**src/rtl/mcu_pkg.sv**
```systemverilog
// Shared definitions for the MCU stripe loader and the write-select mux array.
package mcu_pkg;

   // Default pixel width used by the loader and the mux array
   localparam int MCU_BITS_IMAGEN = 8;

   // Loader FSM encoding
   typedef enum logic [1:0] {
      ST_IDLE = 2'd0,
      ST_WAIT = 2'd1,
      ST_EMIT = 2'd2,
      ST_DONE = 2'd3
   } state_e;

   // Mux select codes: three pixel slots of the packed word, plus the
   // convolver path that only the mux array's other master drives
   localparam logic [1:0] SEL_PIX0 = 2'b00;
   localparam logic [1:0] SEL_PIX1 = 2'b01;
   localparam logic [1:0] SEL_PIX2 = 2'b10;
   localparam logic [1:0] SEL_CONV = 2'b11;

endpackage

```
**src/rtl/mcu_stripe_loader.sv**
```systemverilog
// Stripe loader: takes packed 3-pixel host words and emits one pixel write
// per cycle into an (N+2)-column set of column memories, column by column.
//
// Handshake: a word is accepted on a rising clock edge where i_Valid and
// o_Ready are both 1. o_Ready depends only on registered state (it is high
// exactly in WAIT), so the host may look at o_Ready before deciding i_Valid
// without creating a loop. i_Valid while o_Ready is low is ignored.
module mcu_stripe_loader
   import mcu_pkg::*;
#(
   parameter int N           = 2,
   parameter int BITS_IMAGEN = MCU_BITS_IMAGEN,
   parameter int BITS_ADDR   = 10
) (
   input  logic                     i_CLK,
   input  logic                     i_RST,
   input  logic                     i_Start,
   input  logic [BITS_ADDR-1:0]     i_ImgHeight,
   input  logic                     i_Valid,
   input  logic [3*BITS_IMAGEN-1:0] i_Data,
   output logic                     o_Ready,
   output logic [3*BITS_IMAGEN-1:0] o_Data,
   output logic [1:0]               o_Sel,
   output logic [N+1:0]             o_WrEn,
   output logic [BITS_ADDR-1:0]     o_WrAddr,
   output logic                     o_Done,
   output state_e                   o_State
);

   localparam int                   CW       = $clog2(N + 2);
   localparam logic [CW-1:0]        LAST_COL = CW'(N + 1);
   localparam logic [CW-1:0]        ONE_COL  = CW'(1);
   localparam logic [BITS_ADDR-1:0] ONE_ROW  = BITS_ADDR'(1);

   state_e                   state_q;
   logic [CW-1:0]            col_q;
   logic [BITS_ADDR-1:0]     row_q;
   logic [1:0]               slot_q;
   logic [BITS_ADDR-1:0]     h_q;
   logic [3*BITS_IMAGEN-1:0] data_q;

   logic                     last_row;
   logic                     emit;

   // h_q is never zero while writing, so h_q-1 is the last valid row
   assign last_row = (row_q == (h_q - ONE_ROW));
   assign emit     = (state_q == ST_EMIT);

   assign o_Ready  = (state_q == ST_WAIT);
   assign o_Sel    = emit ? slot_q : SEL_PIX0;
   assign o_WrEn   = emit ? ({{(N+1){1'b0}}, 1'b1} << col_q) : '0;
   assign o_WrAddr = emit ? row_q : '0;
   assign o_Done   = (state_q == ST_DONE);
   assign o_Data   = data_q;
   assign o_State  = state_q;

   // Stripe sequencing: column/row/slot counters and the held host word
   always_ff @(posedge i_CLK or negedge i_RST) begin
      if (!i_RST) begin
         state_q <= ST_IDLE;
         col_q   <= '0;
         row_q   <= '0;
         slot_q  <= '0;
         h_q     <= '0;
         data_q  <= '0;
      end else begin
         case (state_q)
            ST_IDLE: begin
               if (i_Start) begin
                  if (i_ImgHeight != '0) begin
                     h_q     <= i_ImgHeight;
                     col_q   <= '0;
                     row_q   <= '0;
                     slot_q  <= '0;
                     state_q <= ST_WAIT;
                  end else begin
                     // Empty stripe: report completion without any writes
                     state_q <= ST_DONE;
                  end
               end
            end
            ST_WAIT: begin
               if (i_Valid) begin
                  data_q  <= i_Data;
                  slot_q  <= '0;
                  state_q <= ST_EMIT;
               end
            end
            ST_EMIT: begin
               if (last_row) begin
                  // Column full: leftover slots of this word are dropped
                  row_q <= '0;
                  if (col_q == LAST_COL) begin
                     state_q <= ST_DONE;
                  end else begin
                     col_q   <= col_q + ONE_COL;
                     state_q <= ST_WAIT;
                  end
               end else if (slot_q == SEL_PIX2) begin
                  row_q   <= row_q + ONE_ROW;
                  state_q <= ST_WAIT;
               end else begin
                  row_q  <= row_q + ONE_ROW;
                  slot_q <= slot_q + 2'd1;
               end
            end
            ST_DONE: begin
               state_q <= ST_IDLE;
            end
            default: begin
               state_q <= ST_IDLE;
            end
         endcase
      end
   end

endmodule

```
**config.mk**
```make
export PLATFORM = sky130hd
export DESIGN_NAME = mcu_stripe_loader
export DESIGN_NICKNAME = d
export VERILOG_FILES = /design/src/rtl/mcu_pkg.sv /design/src/rtl/mcu_stripe_loader.sv
export SDC_FILE = /design/constraint.sdc
export NUM_CORES = 1
export LEC_CHECK = 0
export BUFFER_PORTS_ARGS = -buffer_cell sky130_fd_sc_hd__buf_4
export CAP_MARGIN = 20
export CORE_ASPECT_RATIO = 0.6
export CORE_MARGIN = 4
export CORE_UTILIZATION = 52
export DETAILED_ROUTE_END_ITERATION = 16
export PLACE_DENSITY_LB_ADDON = 0.12
export SLEW_MARGIN = 20
export SYNTH_ARGS = -nofsm -noshare
export SYNTH_HDL_FRONTEND = slang
export SYNTH_SLANG_ARGS = --single-unit
export TNS_END_PERCENT = 100
```
**constraint.sdc**
```tcl
create_clock -name i_CLK -period 2.7 [get_ports i_CLK]
set_input_delay 0.135 -clock i_CLK [delete_from_list [all_inputs] [get_ports i_CLK]]
set_output_delay 0.135 -clock i_CLK [all_outputs]
set_load 0.01 [all_outputs]
```
* After elaboration in Yosys (flattened, before gate mapping)
Cells that the tools add are included.
** Storage, ports and cells
- Word-level logic and storage cells :: 58
- Bits in registers :: 50
- Latch bits :: 0
- RAM bits :: 0
- Bits of input ports :: 38
- Memory bits (read-only) :: 0
- Memories :: 0
** Operators by class
- Equality and inequality tests :: 14
- $mul :: 0
- Shifts and indexed selects :: 1
- Divide/modulo/power cells :: 0
- Reduce and logical (&&, ||, !) cells :: 10
- Add/subtract/negate cells :: 4
- Bitwise gates (word level) :: 0
- Muxes and demuxes :: 23
- Magnitude comparators :: 0
** Operator list (count)
- $mux W10 :: 4
- $mux W2 :: 14
- $pmux W10 S2 :: 1
- $ne A2 B2 Y1 const B :: 7
- $add A10 B1 Y10 const B :: 1
- $eq A10 B10 Y1 :: 1
- $reduce_bool A10 Y1 :: 1
- $sub A10 B1 Y10 const B :: 1
- $reduce_and A3 Y1 :: 3
- $eq A2 B2 Y1 const B :: 4
- $pmux W2 S4 :: 1
- $pmux W2 S3 :: 1
- $reduce_and A6 Y1 :: 1
- $reduce_and A5 Y1 :: 1
- $add A2 B1 Y2 const B :: 2
- $mux W4 :: 1
- $pmux W2 S2 :: 1
- $shl A1 B2 Y4 const A :: 1
- $ne A3 B2 Y1 const B :: 1
- $reduce_bool A3 Y1 :: 1
- $eq A2 B1 Y1 const B :: 1
- $logic_not A2 Y1 :: 1
- $reduce_and A2 Y1 :: 1
- $reduce_bool A2 Y1 :: 1

* Longest topological paths before layout
Gate-level depths: netlist of run 1.
- Word-level depth :: 4
- Gate-level depth with buffers :: 9

* Worst setup path before layout of run 1
OpenSTA, ideal clock, no wires.
- Path type :: register to register
- From :: reg h_q[0]
- To :: reg state_q[1] (netlist: o_State[1])
- Cell stages (with the launch flop) :: 8
- Setup slack :: 548 ps
- Clock period less this slack :: 2152 ps
- Data arrival time :: 2027 ps
- Library setup time :: 125 ps
- Path buffers :: 0
- Cells stage by stage :: dfrtp_1 -> inv_1 -> ha_1 -> or3_1 -> a311oi_2 -> o221ai_2 -> a31oi_1 -> mux2_2
** On the way
- Word-level cells in the longest chain between the ends :: 4
- Elaborated cells between the ends (all ways) :: 6
** Ends and longest elaborated chain
- start, declared :: RTL line mcu_stripe_loader.sv:39 : logic [BITS_ADDR-1:0] h_q;
- start signal, assigned :: RTL line mcu_stripe_loader.sv:71 : h_q <= i_ImgHeight;
- $sub A10 B1 Y10 * :: RTL line mcu_stripe_loader.sv:46 : assign last_row = (row_q == (h_q - ONE_ROW));
- $eq A10 B10 Y1 * :: RTL line mcu_stripe_loader.sv:46
- $mux W2 / $ne A3 B2 Y1 (equally long branches)
- $pmux W2 S4 / $reduce_and A3 Y1 (equally long branches)
- end signal, assigned :: RTL line mcu_stripe_loader.sv:75 : state_q <= ST_WAIT;
- end signal, assigned :: RTL line mcu_stripe_loader.sv:94 : state_q <= ST_DONE;
- end signal, assigned :: RTL line mcu_stripe_loader.sv:97 : state_q <= ST_WAIT;
- end, declared :: RTL line mcu_stripe_loader.sv:35 : state_e state_q;
Mark *: on every way between the ends. The rest lies on a longest branch, timed or not.
A chain may end at the register's enable or synchronous reset.

* Worst setup path after layout of run 1
Same ends and word-level chain as after synthesis.

==> results of run 1 <==
-- kinds of logic (layout without fill, tap and decap cells) --
family,after synthesis,count (layout),share of synthesized area
AOI/OAI and AO/OA,44,44,0.110
adders and majority gates,11,11,0.0496
buffers and inverters,30,114,0.0415
xor gates and xnor gates,10,10,0.0316
DFF,50,50,0.451
muxes,36,36,0.146
and+or+nand+nor,84,84,0.171
-- stage by stage --
step / setup WS [ns] / cells / hold slack (ns)
floorplan: 0.548 / 265 / -0.161
global placement: 0.267 / 406 / 0.200
detailed placement: 0.201 / 406 / 0.198
CTS: 0.173 / 415 / 0.0570
global route: 0.0425 / 415 / 0.0401
finish: 0.114 / 415 / 0.0588
-- synthesized netlist by cell type, drive strengths merged, types with 8 or more instances --
cell,n
nand2,19
inv,18
mux2,35
and2,13
o21ai,11
nor2,9
dfrtp,50
nor3,8
nand3,8
clkbuf,9
ha,11
-- timing repair --
action | 4_1_cts | 5_1_grt
hold buffers | 1 | 0
buffers inserted | 0 | 0
endpoints found under the hold margin | 50 | 0
-- metal layers --
| metal | GRT usage | vias up |
|---|---|---|
| met5 | 0 | - |
| met4 | 0.0245 | 0 |
| met3 | 0.0763 | 2 |
| li1 | - | 1102 |
| met1 | 0.271 | 1133 |
| met2 | 0.309 | 71 |
-- how the worst max path moves through the flow --
stage	from	to	slack (ns)	depth (start not counted)
after floorplan	h_q[0]	o_State[1]	0.55	7
after global placement	h_q[0]	o_State[1]	0.27	7
after detailed placement	h_q[0]	o_State[1]	0.20	7
after CTS	h_q[0]	o_State[1]	0.17	7
after global routing	h_q[0]	o_State[1]	0.04	7
final	h_q[0]	o_State[1]	0.11	7
-- worst max-delay path, cell delays in order, from the launching register on --
cell and delay [ns]:
sky130_fd_sc_hd__dfrtp_1 0.41, sky130_fd_sc_hd__inv_1 0.08, sky130_fd_sc_hd__ha_1 0.24, sky130_fd_sc_hd__or3_1 0.39, sky130_fd_sc_hd__a311oi_2 0.40, sky130_fd_sc_hd__o221ai_2 0.30, sky130_fd_sc_hd__a31oi_1 0.29, sky130_fd_sc_hd__mux2_2 0.36
-- area by class of cell --
type | instances | area [um2] | area share
inverters | 18 | 67.6 | 0.0190
clock buffers | 5 | 68.8 | 0.0193
well taps | 66 | 82.6 | 0.0232
flip-flops and latches | 50 | 1250 | 0.351
multi-input cells | 185 | 1410 | 0.395
repair buffers | 88 | 663 | 0.186
clock inverters | 3 | 21.3 | 0.00597
-- report_power, final --
group | leakage, nW | total, W | switching, W | internal [W]
combinational | 0.976 | 0.00185 | 0.000889 | 0.000961
clock | 0.0441 | 0.000440 | 0.000258 | 0.000183
sequential | 0.619 | 0.00139 | 0.000309 | 0.00108
total | 1.64 | 0.00368 | 0.00146 | 0.00223
-- sequential cells by signal, summed over array words and instances, names as in the netlist --
signal and count:
col_q 2, h_q 10, o_Data 24, o_State 2
row_q 10, slot_q 2
==> impl.org, run 1 <==
** Outcome
- The run finished with clean final reports.

** Drt
- Iteration count of the initial detailed-routing pass :: 4
- Detailed routing inserted a total of 2308 vias.
- After detailed routing, the wire length on met1 is about 2800 um.
- In the routed design, unresolved DRC markers number 0.
- Drt wl/cell :: about 15 um
- DR top layer :: met4
- Once detail routing completed, the nets flagged for antenna violations numbered 0.
- In the detailed route, the total length drawn on met2 is approximately 3000 um.
- In the detailed route, the total length drawn on met3 is ~560 um.
- After the first detailed-routing iteration, the DRC count stood at 133.
- Wires add up to 6400 um.
- Drt via density :: about 5.6

** Global routing
- Number of antenna violations at the first check in global routing :: 0
- All-layer global routing usage :: 0.198
- After global routing the overflow that remains totals 0.
- Vias in the first global route :: roughly 2200
- Maximum number of pins on one net before global-route repair :: between 50 and 60
- The first global-routing pass estimated between 10000 and 15000 um of wire.

** Synthesis
- Warnings from Yosys :: 0
- Counting flops with a built-in enable in the synthesized netlist gives 0.
- Yosys mapped the design onto ~50 distinct sky130hd cell types.
- Share of synthesized area occupied by flip-flops and latches :: 0.451
- Prevailing post-synth register cell :: sky130_fd_sc_hd__dfrtp_1
- The biggest area contributor in the post-synthesis netlist is sky130_fd_sc_hd__dfrtp_1.
- In the post-synthesis netlist, the biggest area contributors are sky130_fd_sc_hd__dfrtp_1 (45%), sky130_fd_sc_hd__mux2_2 (14%), sky130_fd_sc_hd__ha_1 (5.0%), sky130_fd_sc_hd__and2_1 (2.9%), sky130_fd_sc_hd__nand2_1 (2.6%).
- Post-synth ARST share :: 1.00
- Nets in the synthesized netlist :: around 310
- Total standard cell area after synthesis :: between 2000 and 3000 um2
- Dividing the synthesized area by the synthesized cell count gives about 10 um2.
- Counting flops and latches in the post-synthesis netlist gives 50.
- Of the post-synthesis cell area, the dominant cell type holds 0.451.
- Gate count after technology mapping :: approximately 270

** Final layout
- Number of nets in the layout :: around 400
- Diode count :: 0
- After filler insertion, the fill cell instance count of the layout stands at between 300 and 400.
- The library cell used most frequently in the layout, excluding fill and tap cells, is sky130_fd_sc_hd__buf_4.
- Commonest non-fill, non-tap cells in the layout :: sky130_fd_sc_hd__buf_4 (87), sky130_fd_sc_hd__dfrtp_1 (50), sky130_fd_sc_hd__mux2_2 (35)
- Layout Area Growth over Synthesis :: 28.4%
- Of the cells placed in the final design, the portion with a size suffix greater than 1 is 0.393.
- Post-route cell area :: approximately 3600 um2
- Measured on the finished design, the core utilization comes to 0.698.

** Die
- The floorplan step defined a die boundary enclosing roughly 6600 um2.
- After floorplanning, the core was divided into 20 placement rows.
- The die is between 100 and 150 um wide.
- The initial utilization of the core area, before any placement, comes to 0.543.
- Num ports :: ~80
- In this run the standard cell core region covers 5100 um2.
- The die is 64.6 um tall.

** Timing
- Fmax :: a little under 0.4 GHz
- Pin slew with the least headroom to its limit :: 0.764 ns
- After routing, the total negative slack on setup checks comes to 0 ns.
- Setup violations remaining at the end of the flow were counted as 0.
- Final hold violation count :: 0
- Max-Slew Margin vs Limit :: 0.486
- RSZ-0062 raised after global routing :: false
- The clock arrives with approximately 0.006 ns of skew.
- Slew Viols, Final :: 0
- After layout, the minimum clock period comes to about 2.6 ns.
- Fraction of the cycle the final worst path needs :: 0.958

** Placed design
- Summing all placed instances gives a cell area of 3460 um2.
- At the end of routability-driven placement, the weighted congestion stood at around 0.85.
- After legalization and detailed placement, the total HPWL measured 4900 um.
- Input/output buffers :: 81

** Min path
- Worst hold path endpoint :: o_Data[18]
- The worst hold path was traced through 2 stages.
- Worst min-delay path category :: input pin to flop
- Critical hold path startpoint :: i_Data[18]

** Worst setup path
- Required @ worst endpoint :: ~2.9 ns
- CP arrival :: roughly 2.8 ns
- Measured in cells, the most critical reg-to-reg path has a length of 7.
- The worst setup path is of the flop to flop kind.
- Startpoint of the most critical register-to-register path :: h_q[0]
- The worst register-to-register path has a setup slack of between 0.1 and 0.15 ns.
- Capture instance of the worst register-to-register path :: o_State[1]
- Of all nets on the critical path, the largest fanout is 10.
- Critical path startpoint category :: flop
- The worst setup path is captured at a flop.

** Power and ir drop
- Final Total Pwr :: 0.00368 W
- Across the VDD grid, the largest voltage drop is 0.732 mV.
- In this run the power density over the cells is slightly above 1000 nW/um2.
- In this run the static leakage power is 1.64 nW.

** Clock network
- Clock transition at the registers of the reported paths :: about 0.10 ns
- Clock H-tree levels :: 2
- Number of buffers created by CTS :: 5
- Worst skew pair latency :: roughly 0.3 ns
- Post-CTS repair changed the size of 0 cells.
- CTS tree :: built
- Maximum root-to-sink buffer count :: 2
- Clock sink count :: 50
- Library cell used as clock root buffer :: sky130_fd_sc_hd__clkbuf_8

** Flow run
- Max cap viols :: 0
No activity file was read; power rests on OpenSTA's default activity.
==> run 2: changes to the inputs <==
CTS_BUF_LIST = sky130_fd_sc_hd__clkbuf_8 sky130_fd_sc_hd__clkbuf_16   (was unset)
clock period = 2.9 ns   (was 2.7 ns; I/O delays follow)
==> run 2 against run 1 <==
  * Worst setup slack improved by 0.27 ns
  * Clock skew decreased by 0.0033 ns
  * Wire length decreased by 2.3%
  * Final cell count decreased by 0.24%
  * Via count decreased by 1.7%
  * Global-route usage increased by 0.10 points
  * Sequential cell count unchanged
  * Sequential power decreased by 7%
  * Sequential share of layout area increased by 0.062 points
  * Non-clock buffer count unchanged
==> impl.org, run 2 (synthesized netlist as in run 1, its figures left out) <==
** Global routing
- All-layer global routing usage :: 0.199 (+0.00101)
- GR Overflow Total :: 0 (unchanged)
- The via count of the first global-routing pass came to 2199 (-0.091%).
- Met1 Track Usage GR :: 0.282 (+0.0111)
- The met2 global-route usage came to 0.305 (-0.00405).
- Maximum number of pins on one net before global-route repair :: 51 (unchanged)
- First-pass GRT wire length :: 10400 um (+0.20%)
- Met3 usage in global routing :: 0.0602 (-0.0161)
- Number of antenna violations at the first check in global routing :: 0 (unchanged)
- Busiest layer in global routing :: met2

** Drt
- Initial detailed-routing violation count :: 81 (-39%)
- Via Count :: 2268 (-1.7%)
- The routed length per instance is 15.1 um (-2.0%).
- The remaining routing DRC violations is 0 (unchanged).
- The first-pass detailed-route iteration total came to 6 (+2).
- The vias per cell came to 5.48 (-1.5%).
- Final WL :: 6260 um (-2.3%)
- The remaining antenna violation count after routing came to 0 (unchanged).

** Clock network
- The clock transition at the register clock pins on the worst setup and hold paths after CTS came to 0.09 ns (about the same).
- The number of CTS-inserted buffers came to 5 (unchanged).
- Maximum root-to-sink buffer count :: 2 (unchanged)
- # Post-CTS Setup Buffers :: 0 (unchanged)
- The clock latency on the worst-skew pair is 0.30 ns (about the same).
- The number of clock sinks is 50 (unchanged).
- Clock H-tree levels :: 2 (unchanged)
- CTS tree :: built
- Library cell used as clock root buffer :: sky130_fd_sc_hd__clkbuf_8

** Worst setup path
- Setup slack on the worst flop-to-flop path :: 0.39 ns (+0.27 ns)
- Required @ worst endpoint :: 3.09 ns (+0.20 ns)
- The worst setup path is captured at a flop.
- Worst Path Class, Setup :: flop to flop
- The arrival time at the worst endpoint came to 2.70 ns (-0.07 ns).
- Critical path startpoint category :: flop
- Critical path fanouts, max :: 10 (unchanged)

** Power and ir drop
- Largest vdd supply drop :: 0.571 mV (-22%)
- The leakage power was 1.63 nW (-0.48%).
- Final Total Pwr :: 0.00340 W (-7.8%)
- Power density over the cells :: 955 nW/um2 (-7.7%)

** Timing
- Pin slew with the least headroom to its limit :: 0.742 ns (-0.0220 ns)
- Clock Skew :: 0.00262 ns (-0.00332 ns)
- The final critical-path share of the clock period is 0.866 (-0.0914).
- The worst slew slack as a fraction of its limit is 0.501 (+0.0148).
- Slew Viols, Final :: 0 (unchanged)
- Final hold violation count :: 0 (unchanged)
- The sum of negative setup slack came to 0 ns (unchanged).
- Least setup slack across all paths after layout :: 0.388 ns (+0.273 ns)
- Setup violators final :: 0 (unchanged)
- The final period demand of the worst path is 2.51 ns (-0.0735 ns).
- Fmax :: 0.398 GHz (+2.9%)
- RSZ-0062 raised after global routing :: false

** Min path
- The worst hold path belongs to the class input pin to flop.

** Placed design
- The number of buffers added on ports is 81 (unchanged).
- The setup slack at placement came to 0.420 ns (+0.219 ns).
- The detailed placement HPWL is 4780 um (-2.4%).
- The weighted congestion at the end of routability-driven global placement is 0.822 (-3.6%).

** Final layout
- The final antenna diode count was 0 (unchanged).
- Number of nets in the layout :: 397 (unchanged)
- Sequential Area :: 1250 um2 (unchanged)
- Area used by multi-input combinational logic :: 1410 um2 (unchanged)
- Commonest non-fill, non-tap cells in the layout :: sky130_fd_sc_hd__buf_4 (87), sky130_fd_sc_hd__dfrtp_1 (50), sky130_fd_sc_hd__mux2_2 (35)
- The library cell used most frequently in the layout, excluding fill and tap cells, is sky130_fd_sc_hd__buf_4.
- Layout Area Growth over Synthesis :: 28.2%
- The number of filler instances in the final layout was 400 (+1.3%).
- The share of cells above drive strength 1 came to 0.391 (-0.00175).
- The flip-flop count of the largest register after layout came to 24 (unchanged).

** Die
- Die Footprint :: 6600 um2 (unchanged)
- The boundary pin count is 82 (unchanged).
- The vertical die dimension came to 64.6 um (unchanged).
- Initial standard-cell utilization of the core :: 0.543 (unchanged)
- The die extent in x was 102 um (unchanged).
- The area of the core came to 5100 um2 (unchanged).
- Rows :: 20 (unchanged)

** Flow run
- Max cap viols :: 0 (unchanged)

** Outcome
- Result of the run :: completed
[run 2: layout make-up]
class | count | share of cell area
sequential | 50 | 0.352
multi-input combinational | 185 | 0.396
tap | 66 | 0.0232
clock inverter | 2 | 0.00422
timing repair buffer | 88 | 0.187
inverter | 18 | 0.0190
clock buffer | 5 | 0.0194
[run 2: per-layer routing]
metal	routed length (um)	up-vias
met5	0	-
met1	2860	1086
li1	-	1103
met3	570	6
met4	33	0
met2	2790	73
[run 2: where the power goes]
| part | leakage [nW] | total, W | internal [W] | switching [W] |
|---|---|---|---|---|
| clock | 0.0362 | 0.000394 | 0.000165 | 0.000229 |
| sequential | 0.619 | 0.00129 | 0.00101 | 0.000282 |
| combinational | 0.976 | 0.00171 | 0.000894 | 0.000815 |
[run 2: worst paths after layout]
| kind | startpoint | endpoint | cells past startpoint |
|---|---|---|---|
| worst max-delay path | h_q[0] | o_State[1] | 7 |
| worst min-delay path | i_Data[18] | o_Data[18] | 2 |
| worst max register to register | h_q[0] | o_State[1] | 7 |
| worst min register to register | o_Data[0] | o_Data[0] | 1 |
| max in group asynchronous | i_RST | o_State[0] | 2 |
| min in group asynchronous | i_RST | o_Data[18] | 2 |
[run 2: worst max-delay path, stage by stage, from the launching register on]
cell	delay [ns]
sky130_fd_sc_hd__dfrtp_1	0.41
sky130_fd_sc_hd__inv_1	0.07
sky130_fd_sc_hd__ha_1	0.23
sky130_fd_sc_hd__or3_1	0.39
sky130_fd_sc_hd__a311oi_2	0.36
sky130_fd_sc_hd__o221ai_2	0.28
sky130_fd_sc_hd__a31oi_1	0.29
sky130_fd_sc_hd__mux2_2	0.36
[run 2: stage by stage]
stage | hold WS [ns] | cell area [um2] | utilization | cells
after floorplan | -0.151 | 2770 | - | 265
after global placement | 0.210 | 3460 | 0.678 | 406
after detailed placement | 0.215 | 3460 | 0.678 | 406
after CTS | 0.0589 | 3550 | 0.696 | 414
after global routing | 0.0550 | 3550 | 0.696 | 414
final | 0.0683 | 3550 | 0.696 | 414
[run 2: what timing repair did]
item | 4_1_cts | 5_1_grt
gates resized for setup | 0 | 0
hold buffers | 1 | 0
endpoints found under the hold margin | 50 | 0
